--- config.mk ---
export PLATFORM = sky130hd
export DESIGN_NAME = multicycle_control_unit_flat
export DESIGN_NICKNAME = d
export VERILOG_FILES = /design/src/rtl/multicycle_control_unit_pkg.sv /design/src/rtl/multicycle_control_unit_if.sv /design/src/rtl/multicycle_control_unit_ctrl_output_decode.sv /design/src/rtl/multicycle_control_unit.sv /design/src/flat_wrapper.sv
export SDC_FILE = /design/constraint.sdc
export NUM_CORES = 1
export LEC_CHECK = 0
export CAP_MARGIN = 10
export CELL_PAD_IN_SITES_DETAIL_PLACEMENT = 0
export CELL_PAD_IN_SITES_GLOBAL_PLACEMENT = 1
export CORE_MARGIN = 3
export CORE_UTILIZATION = 24
export DETAILED_ROUTE_END_ITERATION = 10
export PLACE_DENSITY = 0.73
export SYNTH_ARGS = -nofsm -noshare
export SYNTH_HDL_FRONTEND = slang
export SYNTH_SLANG_ARGS = --single-unit
--- constraint.sdc ---
create_clock -name clk -period 2.5 [get_ports clk]
set_input_delay 0.75 -clock clk [delete_from_list [all_inputs] [get_ports clk]]
set_output_delay 0.75 -clock clk [all_outputs]
set_load 0.02 [all_outputs]
--- src/rtl/multicycle_control_unit_pkg.sv ---
// Shared definitions for the multicycle MIPS control unit: opcode and funct
// constants, ALUControl codes, FSM state encodings, the bundled control word
// produced by the output decoder, and the instruction legality check.
package multicycle_control_unit_pkg;

   localparam int unsigned STATE_W_DEF = 4;

   // Opcodes (IR[31:26])
   localparam logic [5:0] OP_RTYPE = 6'b000000;
   localparam logic [5:0] OP_LW    = 6'b100011;
   localparam logic [5:0] OP_SW    = 6'b101011;
   localparam logic [5:0] OP_BEQ   = 6'b000100;
   localparam logic [5:0] OP_ADDI  = 6'b001000;
   localparam logic [5:0] OP_ORI   = 6'b001101;
   localparam logic [5:0] OP_INP   = 6'b011111;
   localparam logic [5:0] OP_J     = 6'b000010;

   // R-type funct codes (IR[5:0])
   localparam logic [5:0] F_ADD = 6'b100000;
   localparam logic [5:0] F_SUB = 6'b100010;
   localparam logic [5:0] F_AND = 6'b100100;
   localparam logic [5:0] F_OR  = 6'b100101;
   localparam logic [5:0] F_SLT = 6'b101010;

   typedef enum logic [2:0] {
      ALU_AND = 3'b000,
      ALU_OR  = 3'b001,
      ALU_ADD = 3'b010,
      ALU_SUB = 3'b110,
      ALU_SLT = 3'b111
   } alu_op_e;

   // Encoding 4'd15 is unused and recovers to FETCH.
   typedef enum logic [STATE_W_DEF-1:0] {
      S_FETCH  = 4'd0,
      S_DECODE = 4'd1,
      S_MEMADR = 4'd2,
      S_MEMRD  = 4'd3,
      S_MEMWB  = 4'd4,
      S_MEMWR  = 4'd5,
      S_EXEC   = 4'd6,
      S_ALUWB  = 4'd7,
      S_ADDIEX = 4'd8,
      S_ORIEX  = 4'd9,
      S_INPEX  = 4'd10,
      S_IMMWB  = 4'd11,
      S_BRANCH = 4'd12,
      S_JUMP   = 4'd13,
      S_ERROR  = 4'd14
   } state_e;

   typedef struct packed {
      logic       PCen;
      logic       IorD;
      logic       MemWrite;
      logic       IRWrite;
      logic       RegDst;
      logic       MemtoReg;
      logic       RegWrite;
      logic       ALUSrcA;
      logic [1:0] ALUSrcB;
      logic [2:0] ALUControl;
      logic       PCsrc;
      logic       Jump;
      logic       Ori;
      logic       instr_done;
      logic       illegal;
   } ctrl_t;

   function automatic logic instr_legal(input logic [5:0] op, input logic [5:0] funct);
      case (op)
         OP_RTYPE: return funct inside {F_ADD, F_SUB, F_AND, F_OR, F_SLT};
         OP_LW, OP_SW, OP_BEQ, OP_ADDI, OP_ORI, OP_INP, OP_J: return 1'b1;
         default: return 1'b0;
      endcase
   endfunction

   function automatic alu_op_e funct_alu(input logic [5:0] funct);
      case (funct)
         F_SUB:   return ALU_SUB;
         F_AND:   return ALU_AND;
         F_OR:    return ALU_OR;
         F_SLT:   return ALU_SLT;
         default: return ALU_ADD;
      endcase
   endfunction

endpackage

--- src/rtl/multicycle_control_unit_if.sv ---
// Control bundle between the multicycle control unit and the datapath.
//   op, Funct, zero_i : instruction fields and ALU zero flag (datapath -> control)
//   PCen .. illegal_o : every datapath control input plus status pulses (control -> datapath)
// master: the control unit; slave: the datapath (or a bench standing in for it).
interface multicycle_control_unit_if;
   logic [5:0] op;
   logic [5:0] Funct;
   logic       zero_i;
   logic       PCen;
   logic       IorD;
   logic       MemWrite;
   logic       IRWrite;
   logic       RegDst;
   logic       MemtoReg;
   logic       RegWrite;
   logic       ALUSrcA;
   logic [1:0] ALUSrcB;
   logic [2:0] ALUControl;
   logic       PCsrc;
   logic       Jump;
   logic       Ori;
   logic       instr_done_o;
   logic       illegal_o;

   modport master (
      input  op, Funct, zero_i,
      output PCen, IorD, MemWrite, IRWrite, RegDst, MemtoReg, RegWrite,
             ALUSrcA, ALUSrcB, ALUControl, PCsrc, Jump, Ori,
             instr_done_o, illegal_o
   );

   modport slave (
      output op, Funct, zero_i,
      input  PCen, IorD, MemWrite, IRWrite, RegDst, MemtoReg, RegWrite,
             ALUSrcA, ALUSrcB, ALUControl, PCsrc, Jump, Ori,
             instr_done_o, illegal_o
   );
endinterface

--- src/rtl/multicycle_control_unit_ctrl_output_decode.sv ---
// Combinational output decoder: {state, op, Funct, zero_i} -> control word.
// Ports:
//   state_i : current FSM state
//   op_i    : opcode, used only to flag illegal instructions in DECODE
//   funct_i : R-type funct, selects ALUControl in EXEC
//   zero_i  : ALU zero flag, gates the branch PC enable (the one Mealy term)
//   ctrl_o  : all datapath controls plus instr_done / illegal pulses
module ctrl_output_decode
   import multicycle_control_unit_pkg::*;
(
   input  state_e     state_i,
   input  logic [5:0] op_i,
   input  logic [5:0] funct_i,
   input  logic       zero_i,
   output ctrl_t      ctrl_o
);

   logic pc_write;
   logic branch;

   always_comb begin
      ctrl_o   = '0;
      pc_write = 1'b0;
      branch   = 1'b0;
      case (state_i)
         S_FETCH: begin
            ctrl_o.IRWrite    = 1'b1;
            ctrl_o.ALUSrcB    = 2'b01;
            ctrl_o.ALUControl = ALU_ADD;
            pc_write          = 1'b1;
         end
         S_DECODE: begin
            ctrl_o.ALUSrcB    = 2'b11;
            ctrl_o.ALUControl = ALU_ADD;
            ctrl_o.illegal    = ~instr_legal(op_i, funct_i);
         end
         S_MEMADR, S_ADDIEX: begin
            ctrl_o.ALUSrcA    = 1'b1;
            ctrl_o.ALUSrcB    = 2'b10;
            ctrl_o.ALUControl = ALU_ADD;
         end
         S_MEMRD: ctrl_o.IorD = 1'b1;
         S_MEMWB: begin
            ctrl_o.MemtoReg   = 1'b1;
            ctrl_o.RegWrite   = 1'b1;
            ctrl_o.instr_done = 1'b1;
         end
         S_MEMWR: begin
            ctrl_o.IorD       = 1'b1;
            ctrl_o.MemWrite   = 1'b1;
            ctrl_o.instr_done = 1'b1;
         end
         S_EXEC: begin
            ctrl_o.ALUSrcA    = 1'b1;
            ctrl_o.ALUControl = funct_alu(funct_i);
         end
         S_ALUWB: begin
            ctrl_o.RegDst     = 1'b1;
            ctrl_o.RegWrite   = 1'b1;
            ctrl_o.instr_done = 1'b1;
         end
         S_ORIEX, S_INPEX: begin
            ctrl_o.ALUSrcA    = 1'b1;
            ctrl_o.ALUSrcB    = 2'b10;
            ctrl_o.ALUControl = ALU_OR;
            ctrl_o.Ori        = (state_i == S_INPEX);
         end
         S_IMMWB: begin
            ctrl_o.RegWrite   = 1'b1;
            ctrl_o.instr_done = 1'b1;
         end
         S_BRANCH: begin
            ctrl_o.ALUSrcA    = 1'b1;
            ctrl_o.ALUControl = ALU_SUB;
            ctrl_o.PCsrc      = 1'b1;
            ctrl_o.instr_done = 1'b1;
            branch            = 1'b1;
         end
         S_JUMP: begin
            ctrl_o.Jump       = 1'b1;
            ctrl_o.instr_done = 1'b1;
            pc_write          = 1'b1;
         end
         default: ;
      endcase
      ctrl_o.PCen = pc_write | (branch & zero_i);
   end

endmodule

--- src/rtl/multicycle_control_unit.sv ---
// Main control FSM of the multicycle MIPS core.
// Ports:
//   clk   : core clock, state updates on the rising edge
//   reset : synchronous active-high; next state FETCH, all outputs held at 0
//   bus   : control bundle (op/Funct/zero_i in, all datapath controls out)
// Parameters:
//   STATE_W      : state register width
//   ILLEGAL_TRAP : 0 = illegal instruction returns to FETCH as a NOP,
//                  1 = park in ERROR until reset
module multicycle_control_unit
   import multicycle_control_unit_pkg::*;
#(
   parameter int unsigned STATE_W      = STATE_W_DEF,
   parameter bit          ILLEGAL_TRAP = 1'b0
) (
   input  logic                        clk,
   input  logic                        reset,
   multicycle_control_unit_if.master   bus
);

   logic [STATE_W-1:0] state_q;
   state_e             state_cur;
   state_e             state_d;
   ctrl_t              ctrl_dec;
   ctrl_t              ctrl;

   assign state_cur = state_e'(state_q);

   always_comb begin
      state_d = S_FETCH;
      case (state_cur)
         S_FETCH: state_d = S_DECODE;
         S_DECODE: begin
            if (!instr_legal(bus.op, bus.Funct)) begin
               state_d = ILLEGAL_TRAP ? S_ERROR : S_FETCH;
            end else begin
               case (bus.op)
                  OP_LW, OP_SW: state_d = S_MEMADR;
                  OP_RTYPE:     state_d = S_EXEC;
                  OP_BEQ:       state_d = S_BRANCH;
                  OP_ADDI:      state_d = S_ADDIEX;
                  OP_ORI:       state_d = S_ORIEX;
                  OP_INP:       state_d = S_INPEX;
                  OP_J:         state_d = S_JUMP;
                  default:      state_d = S_FETCH;
               endcase
            end
         end
         S_MEMADR: state_d = (bus.op == OP_SW) ? S_MEMWR : S_MEMRD;
         S_MEMRD:  state_d = S_MEMWB;
         S_EXEC:   state_d = S_ALUWB;
         S_ADDIEX, S_ORIEX, S_INPEX: state_d = S_IMMWB;
         S_ERROR:  state_d = S_ERROR;
         default:  state_d = S_FETCH;
      endcase
   end

   always_ff @(posedge clk) begin
      if (reset) begin
         state_q <= STATE_W'(S_FETCH);
      end else begin
         state_q <= STATE_W'(state_d);
      end
   end

   ctrl_output_decode u_decode (
      .state_i (state_cur),
      .op_i    (bus.op),
      .funct_i (bus.Funct),
      .zero_i  (bus.zero_i),
      .ctrl_o  (ctrl_dec)
   );

   // Masking with reset keeps every write strobe low in any cycle where reset
   // is high, so an abandoned instruction cannot write on the reset edge.
   assign ctrl = reset ? '0 : ctrl_dec;

   assign bus.PCen         = ctrl.PCen;
   assign bus.IorD         = ctrl.IorD;
   assign bus.MemWrite     = ctrl.MemWrite;
   assign bus.IRWrite      = ctrl.IRWrite;
   assign bus.RegDst       = ctrl.RegDst;
   assign bus.MemtoReg     = ctrl.MemtoReg;
   assign bus.RegWrite     = ctrl.RegWrite;
   assign bus.ALUSrcA      = ctrl.ALUSrcA;
   assign bus.ALUSrcB      = ctrl.ALUSrcB;
   assign bus.ALUControl   = ctrl.ALUControl;
   assign bus.PCsrc        = ctrl.PCsrc;
   assign bus.Jump         = ctrl.Jump;
   assign bus.Ori          = ctrl.Ori;
   assign bus.instr_done_o = ctrl.instr_done;
   assign bus.illegal_o    = ctrl.illegal;

endmodule

--- src/flat_wrapper.sv ---
// flat-port wrapper written by rule: the top's interface ports become plain ports
module multicycle_control_unit_flat import multicycle_control_unit_pkg::*;
#(
   parameter int unsigned STATE_W      = STATE_W_DEF,
   parameter bit          ILLEGAL_TRAP = 1'b0
)
  (clk, reset, bus_op, bus_Funct, bus_zero_i, bus_PCen, bus_IorD, bus_MemWrite, bus_IRWrite, bus_RegDst, bus_MemtoReg, bus_RegWrite, bus_ALUSrcA, bus_ALUSrcB, bus_ALUControl, bus_PCsrc, bus_Jump, bus_Ori, bus_instr_done_o, bus_illegal_o);
  multicycle_control_unit_if bus_i ();
  input  logic clk;
  input  logic reset;
  input wire logic [$bits(bus_i.op)-1:0] bus_op;
  input wire logic [$bits(bus_i.Funct)-1:0] bus_Funct;
  input wire logic [$bits(bus_i.zero_i)-1:0] bus_zero_i;
  output wire logic [$bits(bus_i.PCen)-1:0] bus_PCen;
  output wire logic [$bits(bus_i.IorD)-1:0] bus_IorD;
  output wire logic [$bits(bus_i.MemWrite)-1:0] bus_MemWrite;
  output wire logic [$bits(bus_i.IRWrite)-1:0] bus_IRWrite;
  output wire logic [$bits(bus_i.RegDst)-1:0] bus_RegDst;
  output wire logic [$bits(bus_i.MemtoReg)-1:0] bus_MemtoReg;
  output wire logic [$bits(bus_i.RegWrite)-1:0] bus_RegWrite;
  output wire logic [$bits(bus_i.ALUSrcA)-1:0] bus_ALUSrcA;
  output wire logic [$bits(bus_i.ALUSrcB)-1:0] bus_ALUSrcB;
  output wire logic [$bits(bus_i.ALUControl)-1:0] bus_ALUControl;
  output wire logic [$bits(bus_i.PCsrc)-1:0] bus_PCsrc;
  output wire logic [$bits(bus_i.Jump)-1:0] bus_Jump;
  output wire logic [$bits(bus_i.Ori)-1:0] bus_Ori;
  output wire logic [$bits(bus_i.instr_done_o)-1:0] bus_instr_done_o;
  output wire logic [$bits(bus_i.illegal_o)-1:0] bus_illegal_o;
  assign bus_i.op = bus_op;
  assign bus_i.Funct = bus_Funct;
  assign bus_i.zero_i = bus_zero_i;
  assign bus_PCen = bus_i.PCen;
  assign bus_IorD = bus_i.IorD;
  assign bus_MemWrite = bus_i.MemWrite;
  assign bus_IRWrite = bus_i.IRWrite;
  assign bus_RegDst = bus_i.RegDst;
  assign bus_MemtoReg = bus_i.MemtoReg;
  assign bus_RegWrite = bus_i.RegWrite;
  assign bus_ALUSrcA = bus_i.ALUSrcA;
  assign bus_ALUSrcB = bus_i.ALUSrcB;
  assign bus_ALUControl = bus_i.ALUControl;
  assign bus_PCsrc = bus_i.PCsrc;
  assign bus_Jump = bus_i.Jump;
  assign bus_Ori = bus_i.Ori;
  assign bus_instr_done_o = bus_i.instr_done_o;
  assign bus_illegal_o = bus_i.illegal_o;
  multicycle_control_unit #(.STATE_W(STATE_W), .ILLEGAL_TRAP(ILLEGAL_TRAP)) u_core (.clk(clk), .reset(reset), .bus(bus_i));
endmodule
---- Word level (Yosys, flattened, before mapping) ----
Index checks and enable logic that the tools add are counted.
storage, ports and cells
  output and inout port bits .............. 18
  flip-flop bits (word level) ............. 4
operators by class
  bitwise operators ....................... 3
  reduce and logical (&&, ||, !) cells .... 14
  equality and inequality tests ........... 26
  multiplexer cells ....................... 23
operator list
  operator                                        count
  case mux 4 bit (7 select lines)                 2
  == test 6 bit (second input constant)           7
  == test 4 bit (second input constant)           7
  case mux 3 bit (4 select lines)                 2
  two-way mux 18 bit                              1
  == test 4 x 3 -> 1 bit (second input constant)  4
  two-way mux 1 bit                               14
  == test 6 x 4 -> 1 bit (second input constant)  2
  OR reduction 6 bit                              2
  == test 4 x 2 -> 1 bit (second input constant)  2
  OR reduction 2 bit                              4
  OR reduction 4 bit                              2
  OR reduction 7 bit                              1
  == test 6 x 2 -> 1 bit (second input constant)  1
  == test 6 x 3 -> 1 bit (second input constant)  1
  == test 6 x 5 -> 1 bit (second input constant)  1
  zero test 6 bit                                 1
  case mux 2 bit (3 select lines)                 1
  OR reduction 3 bit                              2
  nonzero test 5 bit                              1
  == test 4 x 1 -> 1 bit (second input constant)  1
  zero test 4 bit                                 1
  two-way mux 4 bit                               1
  two-way mux 3 bit                               1
  other kinds (4)                                 4

---- Logic depth before layout (Yosys ltp) ----
  word-level depth ........................ 7
  gate-level depth with buffers ........... 6
  mapped depth without buffers ............ 5

---- Hierarchy ----
A second synthesis with hierarchy kept.
second synthesis, totals
  cell total of the unflattened synthesis .. 146
  area total of the unflattened synthesis .. 918.4 um^2
by module, submodules not included
  module                   cells each  area an instance (um^2)  sequential area each (um^2)  times used
  multicycle_control_unit  75          514.2                    80.1                         1
  ctrl_output_decode       71          404.1                    0.0                          1

---- Worst setup path before layout ----
No wires, ideal clock.
  kind .................................... input port to output port
  start ................................... input port bus_Funct[4]
  end ..................................... output port bus_ALUControl[1]
  path slack .............................. -0.591 ns
  buffers on the path ..................... 0
  cell stages on the path ................. 5
  data arrival time ....................... 2.341 ns
  data required time ...................... 1.750 ns
  cell sequence ........................... nand2b_1 > nor4b_1 > a21oi_1 > nor4b_1 > o21bai_1
between the ends
  word-level cells in the longest chain between the ends .. 4
  elaborated cells on any way between the ends .. 7
  classes of those cells .................. eq/ne (4); mux (3)
RTL lines
  what                               line                                              text
  start: declaration                 flat_wrapper.sv:12                                input wire logic [$bits(bus_i.Funct)-1:0] bus_Funct;
  == test 6 bit                      multicycle_control_unit_pkg.sv:79                 case (funct)
  case mux 3 bit (4 select lines) *  multicycle_control_unit_pkg.sv:79
  case mux 3 bit (4 select lines) *  multicycle_control_unit_ctrl_output_decode.sv:25  case (state_i)
  two-way mux 18 bit *               multicycle_control_unit.sv:76                     assign ctrl = reset ? '0 : ctrl_dec;
  end: declaration                   flat_wrapper.sv:23                                output wire logic [$bits(bus_i.ALUControl)-1:0] bus_ALUControl;
Mark *: on every way between the ends. The rest lies on a longest branch, timed or not.

---- Worst setup path after layout ----
  start ................................... input port bus_op[1]
  end ..................................... output port bus_illegal_o
between the ends
  word-level cells in the longest chain between the ends .. 7
  elaborated cells on any way between the ends .. 14
  classes of those cells .................. eq/ne (7); mux (4); bitwise (1); reduce/logical (2)
RTL lines
  what                                   line                                              text
  start: declaration                     flat_wrapper.sv:11                                input wire logic [$bits(bus_i.op)-1:0] bus_op;
  == test 6 bit (tied with other cells)  multicycle_control_unit_pkg.sv:71                 case (op)
  OR reduction 7 bit                     multicycle_control_unit_pkg.sv:71
  case mux 1 bit (2 select lines) *      multicycle_control_unit_pkg.sv:71
  two-way mux 1 bit *                    multicycle_control_unit_ctrl_output_decode.sv:25
  inverter 1 bit *                       multicycle_control_unit_ctrl_output_decode.sv:35  ctrl_o.illegal = ~instr_legal(op_i, funct_i);
  two-way mux 1 bit *                    multicycle_control_unit_ctrl_output_decode.sv:25
  two-way mux 18 bit *                   multicycle_control_unit.sv:76
  end: declaration                       flat_wrapper.sv:28                                output wire logic [$bits(bus_i.illegal_o)-1:0] bus_illegal_o;
Mark *: on every way between the ends. The rest lies on a longest branch, timed or not. The select of a mux whose other input is x is not followed.

==> results.txt <==
- The run finished, with violations left.
- The checks that failed: setup timing.
- Maximum level of the CTS H-tree: 1
- Count of pins over their slew limit: 0
* Fraction of the cycle the final worst path needs: 107%
* Path depth of the worst reg2reg path: 4
- Launch instance of the worst register-to-register path: u_core.state_cur[3]
- Summed over all cells, the static leakage comes to 0.659 nW.
* Share of layout cells above drive strength 1: 53.9%
* Overall routed net length: 2990 um
- Pwr/cell area: 229 nW/um2
- The critical path runs through a total of 7 cells.
* Die boundary width: 60.4 um
- The min-delay analysis places its worst path in the category reg -> reg.
- At the pin with the least slew margin, the transition time is 0.334 ns.
* Biggest area contributors in the synthesized netlist: sky130_fd_sc_hd__dfxtp_1 (11%), sky130_fd_sc_hd__nor2_1 (8.5%), sky130_fd_sc_hd__a21oi_1 (7.8%)
* Worst relative slew slack: 77.4%
* Total track usage: 16.5%
- Final hold viol count: 0
- The via count of the first global-routing pass came to 1089.
* Flop-to-flop setup slack: 0.99 ns
- Number of different library cells in the post-synthesis netlist: 36
- In the routed design, unresolved DRC markers number 0.
- Broken down by cell family, the worst path's largest delay share belongs to simple AND/OR/NAND/NOR gates.
* Residual antenna-violating net count after detailed routing: 0
* Signal arrival time at the worst endpoint: 1.93 ns
* CTS Root Buffer Type: sky130_fd_sc_hd__clkbuf_4
* VDD IR max: 0.000170 V
* Violation count after the first detailed-route iteration: 35
- Asr flop ratio synth: 0%
- The worst register-to-register path ends at u_core.state_cur[1].
- Clock edge transition at the registers on the reported setup and hold paths: 0.04 ns
* Required @ worst endpoint: 1.75 ns
* Final worst setup slack: -0.175 ns
- Initial standard-cell utilization of the core: 25.5%
* Number of flip-flops under the largest register name: 4
- Share of synthesized area occupied by flip-flops and latches: 11.3%
- The first detailed-routing pass took 4 iterations.
- Number of synthesized flops with an enable pin: 0
- Number of placement rows: 19
* Setup repair after global routing missed its margin: true
* Count of non-filler cells in the finished layout: 211
- Largest net degree at the start of global routing: 19
- The worst setup path is launched from a primary input.
- CTS Buf Count: 3
- Global-route wire length before repair: 4740 um
* Max Clk Rate: 374 MHz
- Along the worst hold path, the cell count comes to 2.
- Total vias in the final route: 1132
- TritonCTS built the clock tree.
* Synth Register Bits: 4
- Overall die height: 60.4 um
* Clock network latency to the later pin of the worst-skew pair: 0.24 ns
- Cell taking the most area after synthesis: sky130_fd_sc_hd__dfxtp_1
* Total power consumption of the routed design: 353 uW
* Number of max-cap violations: 0
- By count the netlist is led by sky130_fd_sc_hd__nor2_1 (16), sky130_fd_sc_hd__a21oi_1 (11), sky130_fd_sc_hd__nor3_1 (11).
- The clock arrives with 0.00687 ns of skew.
* Yosys Warn Count: 0
* GRT Residual Overflow: 0
* Number of clock sinks: 4
- The most critical setup path has its startpoint at bus_op[1].
* Net count of the mapped netlist: 130
- Dividing the synthesized area by the synthesized cell count gives 6.17 um2.
- Area growth syn-to-layout: 117%
- # placed instances: 193
- Maximum number of buffers from clock root to sink: 2
- The signal on the critical path passes through buf_8 -> or3_4 -> nor2_2 -> o21ai_1 -> o21a_1 -> nor3b_4 -> buf_6.
- The critical path is of the in -> out type.
- At the end of the flow, the number of nets in the layout was 197.
- Yosys top cell area share: 11.3%
- At the end of routability-driven placement, the weighted congestion stood at 0.775.
* Critical-path maximum fanout: 6
- For this run, the share of the core covered by cells in the final layout is 55.4%.
- Total die area: 3640 um2
- Synthesis handed over a netlist of 115 instances.
* Average wire per cell in the routed design: 14.2 um
- I/O Pins: 33
- Quantity of I/O buffers inserted on ports: 32
- The cell area that synthesis handed to floorplanning was 709 um2.
- Most common cell in the netlist: sky130_fd_sc_hd__nor2_1
- Counting both buffers and inverters, the worst setup path holds a total of 2.
* Detailed placer's ending HPWL: 2110 um
- Number of antenna violations at the first check in global routing: 0
- Routed vias/inst: 5.36
* Standard cell core area: 2780 um2
- WHS Endpoint: u_core.state_cur[0]
- Most frequently used flop master after synthesis: sky130_fd_sc_hd__dfxtp_1
* Antenna diode instance count: 0
* Setup-failing EPs final: 5
- In this design, the stage delay of the slowest critical-path cell is 0.41 ns.
- The slowest stage of the critical path belongs to the cell sky130_fd_sc_hd__or3_4.
- Subtracting the final worst setup slack from the clock period gives 2.68 ns.
* Endpoint type of the worst setup path: output pin
- In this run the most critical hold path is launched from u_core.state_cur[1].
power by group:
group / leakage [nW] / internal (mW) / total, mW / switching [mW]
sequential: 0.0326 / 0.0668 / 0.0696 / 0.00281
clock: 0.0138 / 0.0538 / 0.0826 / 0.0287
combinational: 0.613 / 0.103 / 0.201 / 0.0977
total: 0.659 / 0.224 / 0.353 / 0.129
layout make-up:
cell class / instances / area [um2]
tap: 31 / 38.8
multi-input combinational: 95 / 747
timing repair buffer: 74 / 637
fill: 264 / 1240
inverter: 4 / 15.0
sequential: 4 / 80.1
clock buffer: 3 / 22.5
worst max-delay path by stage:
| stage | to |
|---|---|
| floorplan | bus_ALUControl[1] |
| global placement | bus_illegal_o |
| detailed placement | bus_illegal_o |
| CTS | bus_illegal_o |
| global route | bus_illegal_o |
| finish | bus_illegal_o |
per-layer routing:
layer  vias to the layer above  global-route usage (%)  share of wire, %
li1                        563                       -                 -
met1                       533                    17.6                39
met2                        32                    33.6                55
met3                         4                    1.91               5.0
met4                         0                    3.80              0.64
met5                         -                       0                 0
tightest hold or removal path, cell delays in order, from the launching register on:
cell and delay (ns):
sky130_fd_sc_hd__dfxtp_1 0.31, sky130_fd_sc_hd__nand2b_1 0.17, sky130_fd_sc_hd__a221oi_1 0.11
cells by family after synthesis:
family / Yosys count / synth area share (%)
and+or+nand+nor: 57 / 43.7
AOI/OAI and AO/OA: 34 / 29.8
buffers and inverters: 16 / 10.1
DFF: 4 / 11.3
xor gates and xnor gates: 3 / 3.70
adders and majority gates: 1 / 1.41
repair_timing:
item / CTS / global route
pin swaps: 18 / 10
gates resized for setup: 149 / 31
hold buffers: 0 / 0
buffers inserted: 11 / 4
endpoints found under the setup margin: 18 / 16
gates cloned: 0 / 0
cell usage in the layout, fill, tap and decap left out, types with 4 or more instances in the layout:
cell,instances
sky130_fd_sc_hd__o31ai_1,4
sky130_fd_sc_hd__buf_2,8
sky130_fd_sc_hd__dfxtp_1,4
sky130_fd_sc_hd__buf_6,17
sky130_fd_sc_hd__nor4b_4,4
sky130_fd_sc_hd__nor4_1,4
sky130_fd_sc_hd__o21ai_0,5
sky130_fd_sc_hd__dlygate4sd2_1,4
sky130_fd_sc_hd__buf_4,36
sky130_fd_sc_hd__nand2_1,7
sky130_fd_sc_hd__nor2_1,14
sky130_fd_sc_hd__a21oi_1,8
sky130_fd_sc_hd__nor3_1,8
through the flow:
stage                     setup TNS [ns]  setup slack, ns  hold slack [ns]  cell area, um2
after floorplan                   -0.175           -0.112            0.615             739
after global placement            -11.29            -1.04            0.572            1240
after detailed placement          -11.45            -1.08            0.576            1240
after CTS                         -0.547           -0.166            0.632            1440
after global routing              -0.712           -0.210            0.652            1540
final                             -0.398           -0.175            0.638            1540
(Power assumes the default switching activity.)
